**config.mk**
```make
export PLATFORM = sky130hd
export DESIGN_NAME = fifo_write_arbiter
export DESIGN_NICKNAME = d
export VERILOG_FILES = /design/src/rtl/fifo_write_arbiter.sv
export SDC_FILE = /design/constraint.sdc
export NUM_CORES = 1
export LEC_CHECK = 0
export BUFFER_PORTS_ARGS = -buffer_cell sky130_fd_sc_hd__buf_2
export CAP_MARGIN = 20
export CORE_ASPECT_RATIO = 0.5
export CORE_MARGIN = 8
export CORE_UTILIZATION = 25
export DETAILED_ROUTE_END_ITERATION = 6
export GPL_TIMING_DRIVEN = 0
export SYNTH_ARGS = -nofsm -noshare
export SYNTH_HDL_FRONTEND = slang
export SYNTH_SLANG_ARGS = --single-unit
```
**constraint.sdc**
```tcl
create_clock -name clk -period 2.18 [get_ports clk]
set_clock_uncertainty 0.2 [all_clocks]
set_input_delay 0.436 -clock clk [delete_from_list [all_inputs] [get_ports clk]]
set_output_delay 0.436 -clock clk [all_outputs]
set_load 0.005 [all_outputs]
```
**src/rtl/fifo_write_arbiter.sv**
```systemverilog
// Round-robin arbiter sharing one FIFO write port among NUM_REQ req/ack producers.
// 1-cycle arbitration latency, bursts of up to MAX_BURST beats, stalls while fifo_full.
module fifo_write_arbiter #(
  parameter int NUM_REQ    = 4,
  parameter int DATA_WIDTH = 8,
  parameter int MAX_BURST  = 4
) (
  input  logic                          clk,
  input  logic                          reset_n,
  input  logic [NUM_REQ-1:0]            req,
  input  logic [NUM_REQ*DATA_WIDTH-1:0] req_data,
  output logic [NUM_REQ-1:0]            ack,
  output logic [NUM_REQ-1:0]            grant,
  output logic [$clog2(NUM_REQ)-1:0]    grant_id,
  output logic                          busy,
  output logic                          fifo_write_en,
  output logic [DATA_WIDTH-1:0]         fifo_data_in,
  input  logic                          fifo_full
);

  localparam int IDW = $clog2(NUM_REQ);
  localparam int BCW = $clog2(MAX_BURST + 1);
  localparam logic [BCW-1:0] LAST_BEAT = BCW'(MAX_BURST - 1);
  localparam logic [IDW-1:0] LAST_ID   = IDW'(NUM_REQ - 1);

  typedef enum logic {IDLE, GRANT} state_e;

  state_e               state_q, state_d;
  logic [NUM_REQ-1:0]   grant_q, grant_d;
  logic [IDW-1:0]       gid_q, gid_d;
  logic [IDW-1:0]       rr_q, rr_d;
  logic [BCW-1:0]       beat_q, beat_d;

  logic                 xfer;
  logic                 release_burst;
  logic                 pick_vld;
  logic [IDW-1:0]       pick_id;
  logic [IDW:0]         cand;
  logic [DATA_WIDTH-1:0] sel_data;

  // Descending scan so the candidate closest to rr_q (smallest offset) wins.
  always_comb begin
    pick_vld = 1'b0;
    pick_id  = rr_q;
    cand     = '0;
    for (int k = NUM_REQ - 1; k >= 0; k--) begin
      cand = {1'b0, rr_q} + (IDW+1)'(k);
      if (cand >= (IDW+1)'(NUM_REQ)) cand = cand - (IDW+1)'(NUM_REQ);
      if (req[cand[IDW-1:0]]) begin
        pick_vld = 1'b1;
        pick_id  = cand[IDW-1:0];
      end
    end
  end

  always_comb begin
    sel_data = '0;
    for (int i = 0; i < NUM_REQ; i++) begin
      if (gid_q == IDW'(i)) sel_data = req_data[i*DATA_WIDTH +: DATA_WIDTH];
    end
  end

  assign xfer          = (state_q == GRANT) && req[gid_q] && !fifo_full;
  assign ack           = xfer ? grant_q : '0;
  assign fifo_write_en = xfer;
  assign fifo_data_in  = (state_q == GRANT) ? sel_data : '0;
  assign busy          = (state_q == GRANT);
  assign grant         = grant_q;
  assign grant_id      = gid_q;

  always_comb begin
    state_d       = state_q;
    grant_d       = grant_q;
    gid_d         = gid_q;
    rr_d          = rr_q;
    beat_d        = beat_q;
    release_burst = 1'b0;
    case (state_q)
      IDLE: begin
        if (pick_vld) begin
          state_d          = GRANT;
          gid_d            = pick_id;
          grant_d          = '0;
          grant_d[pick_id] = 1'b1;
          beat_d           = '0;
        end
      end
      GRANT: begin
        if (xfer) begin
          beat_d = beat_q + 1'b1;
          if (beat_q == LAST_BEAT) release_burst = 1'b1;
        end else if (!req[gid_q]) begin
          release_burst = 1'b1;
        end
        if (release_burst) begin
          state_d = IDLE;
          grant_d = '0;
          gid_d   = '0;
          rr_d    = (gid_q == LAST_ID) ? '0 : gid_q + 1'b1;
        end
      end
      default: state_d = IDLE;
    endcase
  end

  always_ff @(posedge clk or negedge reset_n) begin
    if (!reset_n) begin
      state_q <= IDLE;
      grant_q <= '0;
      gid_q   <= '0;
      rr_q    <= '0;
      beat_q  <= '0;
    end else begin
      state_q <= state_d;
      grant_q <= grant_d;
      gid_q   <= gid_d;
      rr_q    <= rr_d;
      beat_q  <= beat_d;
    end
  end

endmodule

```
==> flow_metrics.py <==
metrics = {
    "run_status": {
        "run_status": "complete, but fails checks",
        "failing_checks": "setup timing",
    },
    "worst_setup_path": {
        "setup.worst_path.start_class": "flip-flop",
        "timing.critical_path.depth": 4,
        "critical_path.slowest_cell": "sky130_fd_sc_hd__mux4_2",
        "worstReg2RegStart": "grant_id[0]",
        "critical_path_class": "reg2out",
        "worst_setup_path_endpoint": "ack[1]",
        "worstSetupStartpoint": "grant_id[0]",
        "cp_num_buf_inv": 1,
        "critical_path.max_fanout": 7,
        "r2r_setup_slack_ns": 0.14,
        "cp-end-kind": "output port",
        "cp_data_arrival_time_ns": 1.81,
        "reg2regPathDepth": 4,
        "critical_path_cell_sequence": "mux4_2 > and3b_2 > and2_1 > buf_2",
        "worst_reg2reg_endpoint": "rr_q[0]",
        "timing.critical_path.max_delay_family": "multiplexers",
        "cp_data_required_time_ns": 1.54,
        "timing.critical_path.slowest_cell_delay_ns": 0.56,
    },
    "logic_synthesis": {
        "synthTopCellsByArea": "sky130_fd_sc_hd__dfrtp_1 (28%), sky130_fd_sc_hd__ha_1 (7.0%), sky130_fd_sc_hd__a211o_1 (6.5%)",
        "post_synth_mux_area_share": 0.0605,
        "synth-edff-count": 0,
        "yosys.area_share.simple": 0.193,
        "xor_and_xnor_area_share_after_synthesis": 0,
        "synth_fp_nets": 170,
        "postSynthCellCount": 125,
        "synthesis.area_um2": 1080,
        "area_fraction_of_the_dominant_cell_type_after_synthesis": 0.279,
        "post_synthesis_compound_gate_area_fraction": 0.309,
        "yosysTopAreaCell": "sky130_fd_sc_hd__dfrtp_1",
        "proportion_of_synthesized_chip_area_in_sequential_cells": 0.279,
        "ys.flop_type": "sky130_fd_sc_hd__dfrtp_1",
        "synth.yosys.warnings": 0,
        "fraction_of_registers_with_async_set_or_reset_after_synthesis": 1.00,
        "count_of_state_elements_after_synthesis": 12,
        "synth_top_family_by_area": "compound AO/OA/AOI/OAI gates",
        "synth.lib_cells_used.distinct": 35,
        "synth-adder-area-share": 0.0698,
        "avgSynthCellArea_um2": 8.61,
    },
    "cells_and_area": {
        "nFillCells": 427,
        "final_core_util": 0.433,
        "final_nets": 238,
        "num_antenna_cells": 0,
        "layout_common_cells": "sky130_fd_sc_hd__buf_2 (53), sky130_fd_sc_hd__nand2_1 (14), sky130_fd_sc_hd__inv_1 (10), sky130_fd_sc_hd__dfrtp_1 (10)",
        "layout.cells.most_common": "sky130_fd_sc_hd__buf_2",
        "post_route_cells_drive_above_1_share": 0.552,
        "area_delta_synth_final_pct": 62.1,
    },
    "route": {
        "drt.antenna.violating_nets": 0,
        "drt_iter0_markers": 71,
        "detailed_route_via_count": 1171,
        "avgRoutedWirePerCell_um": 14.6,
        "routed_wl_um": 3600,
        "drc": 0,
        "drt_first_pass_iters": 4,
        "route.detailed.vias_per_inst": 4.76,
    },
    "clocking": {
        "clock_latency_late_sink_ns": 0.24,
        "cts.clk_slew.worst_paths_ns": 0.05,
        "cts_tree": "done",
        "cts_sinks": 12,
        "cts.path.max_buffers": 2,
        "clk_root_buffer_cell": "sky130_fd_sc_hd__clkbuf_8",
        "count_of_h_tree_levels_built_during_cts": 1,
        "cts_bufs_inserted": 3,
    },
    "sta": {
        "finalMaxSlewViolations": 0,
        "max_slew_margin": 0.597,
        "worst_pin_slew_ns": 0.589,
        "grt_setup_unrepaired": "true",
        "maxClockFrequency_ghz": 0.408,
        "report.final.setup_viol": 13,
        "timing.final.crit_share": 1.12,
        "post-route-min-period_ns": 2.45,
        "hold_violations": 0,
        "post-route-worst-setup-slack_ns": -0.269,
        "finalHoldWorstSlack_ns": 0.287,
    },
    "grt": {
        "gr-total-overflow": 0,
        "global_routing_met3_resource_utilization": 0.0309,
        "grt.total_usage": 0.0984,
        "groute.layer.met1.usage": 0.115,
        "grt_max_degree": 13,
        "antenna_found_initial": 0,
        "use_met2": 0.166,
        "globalRoute.busiestLayer": "met2",
        "grt_first_pass_wirelength_um": 5570,
        "grt_pass1_vias": 1221,
    },
    "power": {
        "finalPower_mw": 2.20,
        "total_leakage_power_nw": 0.866,
        "power_per_cell_area_nw_per_um2": 1260,
        "vdd_drop_max_v": 0.000324,
    },
    "placed_design": {
        "gpl.final_weighted_congestion": 0.760,
        "post-place-ws_ns": -0.257,
        "port-buffer-count": 57,
        "place_hpwl_um": 2650,
    },
    "floorplanning": {
        "die-height_um": 62.4,
        "dieWidth_um": 109,
        "design.die.area_um2": 6790,
        "floorplan.initialDensity": 0.267,
        "num_rows": 16,
        "coreArea_um2": 4020,
        "boundaryPins": 59,
    },
    "job": {
        "maxCapViolations": 0,
    },
    "min_path": {
        "hold_path.class": "reg2reg",
    },
}
-- metal layers --
layer | vias to the layer above | share of wire
met5 | - | 0
met3 | 6 | 0.084
li1 | 588 | -
met1 | 535 | 0.43
met4 | 0 | 0.015
met2 | 42 | 0.47
-- logic make-up (layout without fill, tap and decap cells) --
| family | after synthesis | count (layout) |
|---|---|---|
| AOI/OAI and AO/OA | 41 | 41 |
| adders and majority gates | 6 | 6 |
| buffers and inverters | 21 | 88 |
| DFF | 12 | 12 |
| muxes | 5 | 5 |
| and+or+nand+nor | 40 | 40 |
-- Yosys cell counts, types with 2 or more instances --
cell	number
sky130_fd_sc_hd__clkbuf_1	6
sky130_fd_sc_hd__mux2_2	2
sky130_fd_sc_hd__nand2_1	14
sky130_fd_sc_hd__mux2i_1	2
sky130_fd_sc_hd__nand2b_1	2
sky130_fd_sc_hd__buf_6	2
sky130_fd_sc_hd__a21boi_0	8
sky130_fd_sc_hd__inv_1	12
sky130_fd_sc_hd__a21oi_1	2
sky130_fd_sc_hd__a211o_1	8
sky130_fd_sc_hd__ha_1	6
sky130_fd_sc_hd__and2_1	4
sky130_fd_sc_hd__a221oi_1	8
sky130_fd_sc_hd__nor2b_1	11
sky130_fd_sc_hd__nor2_1	4
sky130_fd_sc_hd__o2bb2ai_1	3
sky130_fd_sc_hd__dfrtp_1	12
sky130_fd_sc_hd__a22o_1	2
-- power by group --
group	internal (mW)	leakage [nW]	switching (mW)	total, mW
registers	0.320	0.151	0.114	0.434
logic	0.844	0.686	0.691	1.53
clock network	0.159	0.0288	0.0761	0.235
total	1.32	0.866	0.881	2.20
-- cell type report --
cell class / count / area, um^2 / area share
inverter: 12 / 50.0 / 0.0287
clock buffer: 4 / 55.1 / 0.0316
multi-input combinational: 92 / 805 / 0.461
timing repair buffer: 66 / 402 / 0.230
sequential: 12 / 303 / 0.174
buffer: 6 / 62.6 / 0.0359
tap: 54 / 67.6 / 0.0387
-- what timing repair did --
| action | CTS | global route |
|---|---|---|
| pin swaps | 6 | 21 |
| hold endpoints to repair | 12 | 0 |
| gates cloned | 0 | 1 |
| gates resized for setup | 30 | 26 |
| hold buffers | 1 | 0 |
| setup buffers | 6 | 1 |
| endpoints found under the setup margin | 13 | 13 |
-- how the worst min path moves through the flow --
stage	startpoint	endpoint	slack (ns)	cells after the start
final	beat_q[0]	beat_q[0]	0.29	1
after global routing	beat_q[0]	beat_q[0]	0.34	1
after CTS	beat_q[0]	beat_q[0]	0.29	1
after detailed placement	reset_n	busy	0.13	1
after global placement	reset_n	beat_q[2]	0.13	1
after floorplan	reset_n	beat_q[0]	-0.06	0
-- worst register-to-register path: stages (launching register included) --
cell and delay (ns):
sky130_fd_sc_hd__dfrtp_2 0.48, sky130_fd_sc_hd__mux4_2 0.56, sky130_fd_sc_hd__buf_4 0.16, sky130_fd_sc_hd__a21boi_2 0.18, sky130_fd_sc_hd__mux2_2 0.35
-- sequential cells by signal (all words and copies together) (netlist names) --
signal	cells
grant_id	2
busy	1
rr_q	2
beat_q	3
grant	4
-- per-stage QoR --
stage / instances / setup TNS [ns] / instance area [um^2]
floorplan: 125 / 0 / 1080
global placement: 236 / -2.54 / 1430
detailed placement: 236 / -2.55 / 1430
CTS: 246 / -3.27 / 1640
global route: 246 / -3.63 / 1740
finish: 246 / -2.68 / 1740
No activity file was read; power rests on OpenSTA's default activity.
